==> src/rtl/moo_do_unpack_if.sv <==
// moo_do_unpack_if: 32-bit word stream from the unpack stage to the host bus
//   dout      word data, big-endian within the block
//   dout_be   byte enables, bit 3 covers dout[31:24]
//   dout_vld  word valid
//   dout_lst  final word of the final block
//   dout_rdy  downstream accepts the word
interface moo_do_unpack_if;
   logic [31:0] dout;
   logic [3:0]  dout_be;
   logic        dout_vld;
   logic        dout_lst;
   logic        dout_rdy;
   modport master (output dout, dout_be, dout_vld, dout_lst, input dout_rdy);
   modport slave  (input dout, dout_be, dout_vld, dout_lst, output dout_rdy);
endinterface

==> src/rtl/moo_do_unpack.sv <==
// moo_do_unpack: captures one 128-bit moo result and streams it as masked 32-bit words
//   clk, rst_n          clock, async active-low reset
//   clr_core            sync clear of the whole stage
//   do_sel              0 ecb_do, 1 xfb_do, 2 mac_do, 3 zero block
//   ecb_do/xfb_do/mac_do  candidate result blocks
//   moo_do_vld/rdy      block handshake with moo
//   blk_lst, blk_bytes  final-block flag and its byte count (0 means 16)
//   blk_cnt             blocks fully delivered, wraps
//   dout_if             outgoing word stream
module moo_do_unpack (
   input  logic          clk,
   input  logic          rst_n,
   input  logic          clr_core,
   input  logic [1:0]    do_sel,
   input  logic [127:0]  ecb_do,
   input  logic [127:0]  xfb_do,
   input  logic [127:0]  mac_do,
   input  logic          moo_do_vld,
   output logic          moo_do_rdy,
   input  logic          blk_lst,
   input  logic [3:0]    blk_bytes,
   output logic [15:0]   blk_cnt,
   moo_do_unpack_if.master dout_if
);
   typedef enum logic {IDLE, SEND} state_t;
   state_t state, state_d;
   logic [127:0] blk_q, blk_sel;
   logic [1:0]   wptr, nw_m1;
   logic [3:0]   lmask, bm1, be;
   logic [31:0]  word;
   logic         lst_q, send, fin, acc, done, cap;
   // bytes-minus-one: 0 wraps to 15, so the 16-byte case falls out naturally
   assign bm1 = blk_bytes - 4'd1;
   always_comb begin
      blk_sel    = do_sel == 2'd0 ? ecb_do : do_sel == 2'd1 ? xfb_do : do_sel == 2'd2 ? mac_do : '0;
      send       = state == SEND;
      fin        = wptr == nw_m1;
      acc        = send & dout_if.dout_rdy;
      done       = acc & fin;
      // combinational through dout_rdy so a new block loads on the final-word accept
      moo_do_rdy = ~clr_core & (~send | done);
      cap        = moo_do_vld & moo_do_rdy;
      word       = wptr == 2'd0 ? blk_q[127:96] : wptr == 2'd1 ? blk_q[95:64] :
                   wptr == 2'd2 ? blk_q[63:32] : blk_q[31:0];
      be         = send ? (fin ? lmask : 4'hF) : 4'h0;
   end
   always_comb begin
      state_d = state;
      if (clr_core) state_d = IDLE;
      else if (cap) state_d = SEND;
      else if (done) state_d = IDLE;
   end
   always_ff @(posedge clk or negedge rst_n)
      if (!rst_n) state <= IDLE;
      else state <= state_d;
   always_ff @(posedge clk or negedge rst_n)
      if (!rst_n) begin
         blk_q   <= '0;
         wptr    <= '0;
         nw_m1   <= '0;
         lmask   <= '0;
         lst_q   <= 1'b0;
         blk_cnt <= '0;
      end else if (clr_core) begin
         blk_q   <= '0;
         wptr    <= '0;
         nw_m1   <= '0;
         lmask   <= '0;
         lst_q   <= 1'b0;
         blk_cnt <= '0;
      end else begin
         if (done) blk_cnt <= blk_cnt + 16'd1;
         if (cap) begin
            blk_q <= blk_sel;
            lst_q <= blk_lst;
            wptr  <= '0;
            nw_m1 <= blk_lst ? bm1[3:2] : 2'd3;
            // top (bm1[1:0]+1) byte lanes enabled on the final word
            lmask <= blk_lst ? 4'hF << (2'd3 - bm1[1:0]) : 4'hF;
         end else if (acc & ~fin) wptr <= wptr + 2'd1;
      end
   assign dout_if.dout     = word & {{8{be[3]}}, {8{be[2]}}, {8{be[1]}}, {8{be[0]}}};
   assign dout_if.dout_be  = be;
   assign dout_if.dout_vld = send;
   assign dout_if.dout_lst = send & lst_q & fin;
endmodule

==> src/flat_wrapper.sv <==
// flat-port wrapper written by rule: the top's interface ports become plain ports
module moo_do_unpack_flat 
  (clk, rst_n, clr_core, do_sel, ecb_do, xfb_do, mac_do, moo_do_vld, moo_do_rdy, blk_lst, blk_bytes, blk_cnt, dout_if_dout, dout_if_dout_be, dout_if_dout_vld, dout_if_dout_lst, dout_if_dout_rdy);
  moo_do_unpack_if dout_if_i ();
  input  logic clk;
  input  logic rst_n;
  input  logic clr_core;
  input  logic [1:0] do_sel;
  input  logic [127:0] ecb_do;
  input  logic [127:0] xfb_do;
  input  logic [127:0] mac_do;
  input  logic moo_do_vld;
  output logic moo_do_rdy;
  input  logic blk_lst;
  input  logic [3:0] blk_bytes;
  output logic [15:0] blk_cnt;
  output wire logic [$bits(dout_if_i.dout)-1:0] dout_if_dout;
  output wire logic [$bits(dout_if_i.dout_be)-1:0] dout_if_dout_be;
  output wire logic [$bits(dout_if_i.dout_vld)-1:0] dout_if_dout_vld;
  output wire logic [$bits(dout_if_i.dout_lst)-1:0] dout_if_dout_lst;
  input wire logic [$bits(dout_if_i.dout_rdy)-1:0] dout_if_dout_rdy;
  assign dout_if_dout = dout_if_i.dout;
  assign dout_if_dout_be = dout_if_i.dout_be;
  assign dout_if_dout_vld = dout_if_i.dout_vld;
  assign dout_if_dout_lst = dout_if_i.dout_lst;
  assign dout_if_i.dout_rdy = dout_if_dout_rdy;
  moo_do_unpack u_core (.clk(clk), .rst_n(rst_n), .clr_core(clr_core), .do_sel(do_sel), .ecb_do(ecb_do), .xfb_do(xfb_do), .mac_do(mac_do), .moo_do_vld(moo_do_vld), .moo_do_rdy(moo_do_rdy), .blk_lst(blk_lst), .blk_bytes(blk_bytes), .blk_cnt(blk_cnt), .dout_if(dout_if_i));
endmodule
==> config.mk <==
export PLATFORM = sky130hd
export DESIGN_NAME = moo_do_unpack_flat
export DESIGN_NICKNAME = d
export VERILOG_FILES = /design/src/rtl/moo_do_unpack_if.sv /design/src/rtl/moo_do_unpack.sv /design/src/flat_wrapper.sv
export SDC_FILE = /design/constraint.sdc
export NUM_CORES = 1
export LEC_CHECK = 0
export CAP_MARGIN = 40
export CORE_MARGIN = 5
export CORE_UTILIZATION = 25
export DETAILED_ROUTE_END_ITERATION = 16
export PLACE_DENSITY = 0.58
export SLEW_MARGIN = 0
export SYNTH_ARGS = -nofsm -noshare
export SYNTH_HDL_FRONTEND = slang
export SYNTH_SLANG_ARGS = --single-unit
==> constraint.sdc <==
create_clock -name clk -period 3.1 [get_ports clk]
set_input_delay 0.62 -clock clk [delete_from_list [all_inputs] [get_ports clk]]
set_output_delay 0.62 -clock clk [all_outputs]
set_load 0.03 [all_outputs]
==> results.yml, run 1 <==
global_routing:
  grt_antenna_before_repair: 0
  track_usage_pct: 17.0
  grt_max_degree: 156
  grt_pass1_vias: 10452
  gr-total-overflow: 0
  grt_pass1_wl_mm: 59.6
yosys:
  postSynthCellCount: 1186
  netlist.area_leader.share_pct: 38.7
  synth-seq-area-share_pct: 38.7
  syn-cell-area_um2: 9960
  synth_top_cells_by_area: "dfrtp_1, mux2i_1, nor2_1"
  yosys_warnings: 0
  synth_nets: 1588
  yosysTopAreaCell: "dfrtp_1"
  syn_avg_cell_area_um2: 8.40
  synth_cell_types: 33
  synth_edf_count: 0
  async_flop_share_pct: 100
  ys.flop_type: "dfrtp_1"
  ys_ff_latch: 154
setup_path:
  cp_slowest_cell: "clkdlybuf4s50_1"
  cp.required_ps: 2480
  critPathKind: "reg -> out"
  reg2reg_depth: 4
  r2r-end: "u_core.blk_cnt[8]"
  start_kind: "flop"
  crit_fanout: 6
  path_buf_inv: 2
  r2r_slack_ps: 880
  cp_slowest_stage_delay_ps: 630
  cp_data_arrival_time_ps: 2360
  cp-end-kind: "output pin"
  timing.rr.start: "u_core.dout_if.dout_vld"
  cp_cell_sequence: "xnor2_1 -> nand2_1 -> o21ai_1 -> inv_1 -> clkdlybuf4s50_1"
  critical_path_cell_count: 5
  critical_path.top_delay_family: "buffers and inverters"
cells_and_area:
  n_fill_cell: 4093
  diodes: 0
  syn2layout_area_growth_pct: 57.4
  drive_above_1_share_pct: 6.02
  layout.nets: 1984
  final_core_util_pct: 39.7
detailed_routing:
  drt-wirelength-per-cell_um: 18.0
  antenna_left: 0
  wl_mm: 38.2
  routed_via_density: 4.71
  drc: 0
  via_count: 9978
  dr.pass1.iters: 4
  drt_iter0_markers: 548
floorplanning:
  dieArea_um2: 43900
  ios: 451
  start_util_pct: 25.2
  coreArea_um2: 39500
  dieWidth_um: 210
  fp-row-count: 73
  die_h_um: 210
run:
  maxCapViolations: 0
pwr:
  ir_drop_mv: 0.259
  p_leak_nw: 6.65
  p_per_area_nw_per_um2: 387
  finalPower_mw: 6.06
clock_tree:
  clk_pin_slew_ps: 70
  cts_tree: "yes"
  cts_sinks: 154
  worstSkewPairLatency_ps: 420
  postCtsSetupBuffers: 0
  htreeDepth: 4
  clock_path_buffers: 2
  root_buffer: "clkbuf_16"
  cts_buffers: 17
sta:
  maxSlewViolCount: 0
  hold_viol_final: 0
  clock.fmax_mhz: 336
  timing.final.crit_period_ps: 2980
  max_slew.worst_pin.slew_ps: 725
  fin_crit_sh_pct: 96.0
  setup_viol: 0
  skew_ps: 11.4
  maxSlewHeadroom_pct: 51.6
worst_hold_path:
  hold_class: "in -> async"
placed_design:
  io_buffer_count: 450
  place_hpwl_mm: 30.0
  gp_congestion: 0.820
outcome:
  outcome: "finished, final reports clean"
==> what timing repair did <==
action                                  4_1_cts  5_1_grt
hold buffers                                  0        0
gates resized for setup                      17        7
endpoints found under the setup margin       17       20
==> area by class of cell <==
class                           count  area [um^2]  area share, %
Multi-Input combinational cell    912         5660           36.1
Timing Repair Buffer              484         4900           31.2
Sequential cell                   154         3850           24.6
Tap cell                          525          657           4.19
Clock buffer                       18          439           2.80
Clock inverter                     14          128          0.814
Inverter                           13         48.8          0.311
==> flip-flops by register name (all words and copies together) (netlist names) <==
signal,count
u_core.lst_q,1
u_core.nw_m1,2
u_core.lmask,4
u_core.wptr,2
u_core.blk_cnt,16
u_core.blk_q,128
u_core.dout_if.dout_vld,1
==> cells in the mapped netlist (all sizes together) (6+ instances only) <==
cell / number
buf: 35
mux2i: 195
o21ai: 40
dfrtp: 154
xnor2: 6
nor2: 305
ha: 6
inv: 13
or4: 10
a21oi: 140
nand2: 41
a211oi: 128
o31ai: 8
clkbuf: 72
==> where the power goes <==
group | total (mW) | internal, mW | switching [mW] | leakage [nW]
Sequential | 2.31 | 2.19 | 0.117 | 2.04
Combinational | 1.69 | 0.877 | 0.815 | 4.33
Clock | 2.06 | 1.09 | 0.976 | 0.280
==> worst max-delay path by stage <==
| stage | start | to | slack, ps |
|---|---|---|---|
| finish | u_core.wptr[0] | dout_if_dout_be[3] | 120 |
| global placement | u_core.wptr[0] | dout_if_dout[17] | 300 |
| detailed placement | u_core.wptr[0] | dout_if_dout[17] | 250 |
| CTS | u_core.wptr[0] | dout_if_dout_be[1] | 3 |
| global route | u_core.wptr[0] | dout_if_dout_be[2] | -20 |
| floorplan | u_core.wptr[0] | dout_if_dout[10] | 370 |
==> metrics by stage <==
stage | worst slack (ps) | instances | setup TNS, ps | hold slack [ps] | instance area [um^2]
after floorplan | 368 | 1186 | 0 | 324 | 9960
after global placement | 300 | 2088 | 0 | 498 | 15100
after detailed placement | 245 | 2088 | 0 | 516 | 15100
after CTS | 2.99 | 2120 | 0 | 72.3 | 15700
after global routing | -16.0 | 2120 | -16.0 | 79.8 | 15700
final | 125 | 2120 | 0 | 82.0 | 15700
==> layer usage <==
| layer | wire length, um | GRT usage [%] |
|---|---|---|
| met5 | 0 | 0 |
| met4 | 539 | 3.22 |
| met3 | 2250 | 4.25 |
| met2 | 18900 | 29.3 |
| met1 | 16500 | 21.7 |
==> cell usage in the layout (no fill, tap or decap), types with 4 or more instances in the layout <==
cell and instances:
clkdlybuf4s50_1 414, nor2_1 304, mux2i_1 195, dfrtp_1 154, a21oi_1 140, a211oi_1 128, nand2_1 41, o21ai_0 35
buf_4 33, clkbuf_16 17, dlygate4sd2_1 17, buf_12 15, inv_1 12, or4_1 9, o31ai_1 8, xnor2_1 6
inv_6 6, nand3_1 5, a311oi_1 5, buf_6 5, xor2_1 4, inv_8 4
==> cells by family (layout without fill, tap and decap cells) <==
logic type,count (synthesis),in the layout,share of synthesized area (%)
AO/OA/AOI/OAI,326,326,20.2
XOR/XNOR,10,10,0.879
adder cells (fa/ha/maj),6,6,0.753
buffers and inverters,120,529,4.90
flip-flops,154,154,38.7
multiplexers,195,195,19.6
AND/OR/NAND/NOR,375,375,15.0
(Power assumes the default switching activity.)
==> inputs of run 2 (changes only) <==
--- a/config.mk
+++ b/config.mk
@@ -9,6 +9,7 @@
 export CORE_MARGIN = 5
 export CORE_UTILIZATION = 25
 export DETAILED_ROUTE_END_ITERATION = 16
+export MAX_ROUTING_LAYER = met4
 export PLACE_DENSITY = 0.58
 export SLEW_MARGIN = 0
 export SYNTH_ARGS = -nofsm -noshare
==> results.yml, run 2 (synthesized netlist as in run 1, its figures left out) <==
global_routing:
  grt_pass1_wl_mm: 59.5
  grt_antenna_before_repair: 0
  gr-total-overflow: 0
  track_usage_pct: 17.5
  grt_max_degree: 156
  grt_pass1_vias: 10488
placed_design:
  gp_congestion: 0.833
  io_buffer_count: 450
  dp.cells: 2088
  placed_cell_area_um2: 15100
  place_hpwl_mm: 30.0
  place_ws_ps: 245
sta:
  clock.fmax_mhz: 337
  setup_viol: 0
  setup_ws_ps: 134
  timing.final.crit_period_ps: 2970
  max_slew.worst_pin.slew_ps: 764
  skew_ps: 12.9
  setup_tns_ps: 0
  hold_viol_final: 0
  maxSlewHeadroom_pct: 49.0
  maxSlewViolCount: 0
  fin_crit_sh_pct: 95.7
cells_and_area:
  top_register: "u_core.blk_q"
  final_cells: 2120
  layout.nets: 1984
  diodes: 0
  drive_above_1_share_pct: 6.02
  largest_registers: "u_core.blk_q (128), u_core.blk_cnt (16), u_core.lmask (4)"
  layout_common_cells: "clkdlybuf4s50_1, nor2_1, mux2i_1"
  syn2layout_area_growth_pct: 57.4
  finalInstanceArea_um2: 15700
  largest_reg_flops: 128
  final_core_util_pct: 39.7
  layout_commonest_cell: "clkdlybuf4s50_1"
clock_tree:
  htreeDepth: 4
  worstSkewPairLatency_ps: 420
  clk_pin_slew_ps: 70
  cts_sinks: 154
  clock_path_buffers: 2
  cts_buffers: 17
  root_buffer: "clkbuf_16"
  cts_tree: "yes"
pwr:
  p_per_area_nw_per_um2: 387
  p_leak_nw: 6.65
  ir_drop_mv: 0.259
setup_path:
  r2r_slack_ps: 900
  cp_slowest_stage_delay_ps: 590
  cp_slowest_cell: "clkdlybuf4s50_1"
  cp.required_ps: 2480
  critical_path.top_delay_family: "buffers and inverters"
  cp-end-kind: "output pin"
  worstSetupStartpoint: "u_core.wptr[0]"
  cp_cell_sequence: "xnor2_1 -> nand2_1 -> o21ai_1 -> buf_4 -> inv_1 -> clkdlybuf4s50_1"
  cp-endpoint: "dout_if_dout_be[2]"
  cp_data_arrival_time_ps: 2350
  path_buf_inv: 3
  timing.rr.start: "u_core.dout_if.dout_vld"
  r2r-end: "u_core.blk_cnt[8]"
  start_kind: "flop"
  critical_path_cell_count: 6
  reg2reg_depth: 4
  critPathKind: "reg -> out"
  crit_fanout: 9
detailed_routing:
  drt-wirelength-per-cell_um: 18.1
  routed_via_density: 4.71
  dr.pass1.iters: 5
  antenna_left: 0
  drt_iter0_markers: 572
  wl_mm: 38.4
  drc: 0
  via_count: 9985
floorplanning:
  dieWidth_um: 210
  dieArea_um2: 43900
  die_h_um: 210
  coreArea_um2: 39500
  start_util_pct: 25.2
  ios: 451
  fp-row-count: 73
outcome:
  outcome: "finished, final reports clean"
worst_hold_path:
  hold_class: "in -> async"
run:
  maxCapViolations: 0
## run 2: cell counts in the layout (fill, tap and decap cells not counted)
No cell type changed its count.
## run 2: worst min path at each step
stage                              to  depth (start not counted)
finish               u_core.blk_q[94]                          1
global route         u_core.blk_q[94]                          1
CTS                 u_core.blk_cnt[1]                          1
detailed placement       u_core.lst_q                          2
global placement      u_core.lmask[3]                          2
floorplan           u_core.blk_cnt[0]                          0
## run 2: cell type report
| class | instances | area, um^2 |
|---|---|---|
| Multi-Input combinational cell | 912 | 5660 |
| Clock inverter | 14 | 128 |
| Timing Repair Buffer | 484 | 4900 |
| Tap cell | 525 | 657 |
| Fill cell | 4093 | 23900 |
| Sequential cell | 154 | 3850 |
| Clock buffer | 18 | 439 |
| Inverter | 13 | 48.8 |
## run 2: timing repair
action / in CTS / in global routing
setup buffers: 0 / 0
endpoints found under the setup margin: 17 / 20
resized for setup: 17 / 7
hold endpoints to repair: 0 / 0
cloned: 0 / 0
hold buffers: 0 / 0
## run 2: worst register-to-register path: cells and delay by family (launching register included)
kind,cells,cell delay (ps)
flops,1,650
simple gates,3,1320
compound gates,1,170
## run 2: routing by layer
layer  wire (um)  track usage (%)  up-vias
met5           0                -        -
met4         539             3.22        0
met3        1920             3.39       27
met2       18900             29.4      315
met1       17100             22.1     4643
li1            -                -     5000
## run 2: report_power, final
group	leakage [nW]	internal (mW)	switching [mW]
registers	2.04	2.19	0.118
logic	4.33	0.877	0.817
clock network	0.280	1.09	0.973
## run 2: metrics by stage
stage          power, mW  hold WS, ps
2_1_floorplan       3.14          324
3_3_place_gp        4.05          498
3_5_place_dp        4.07          516
4_1_cts             6.16         72.3
5_1_grt             6.42         79.7
6_report            6.06         87.5
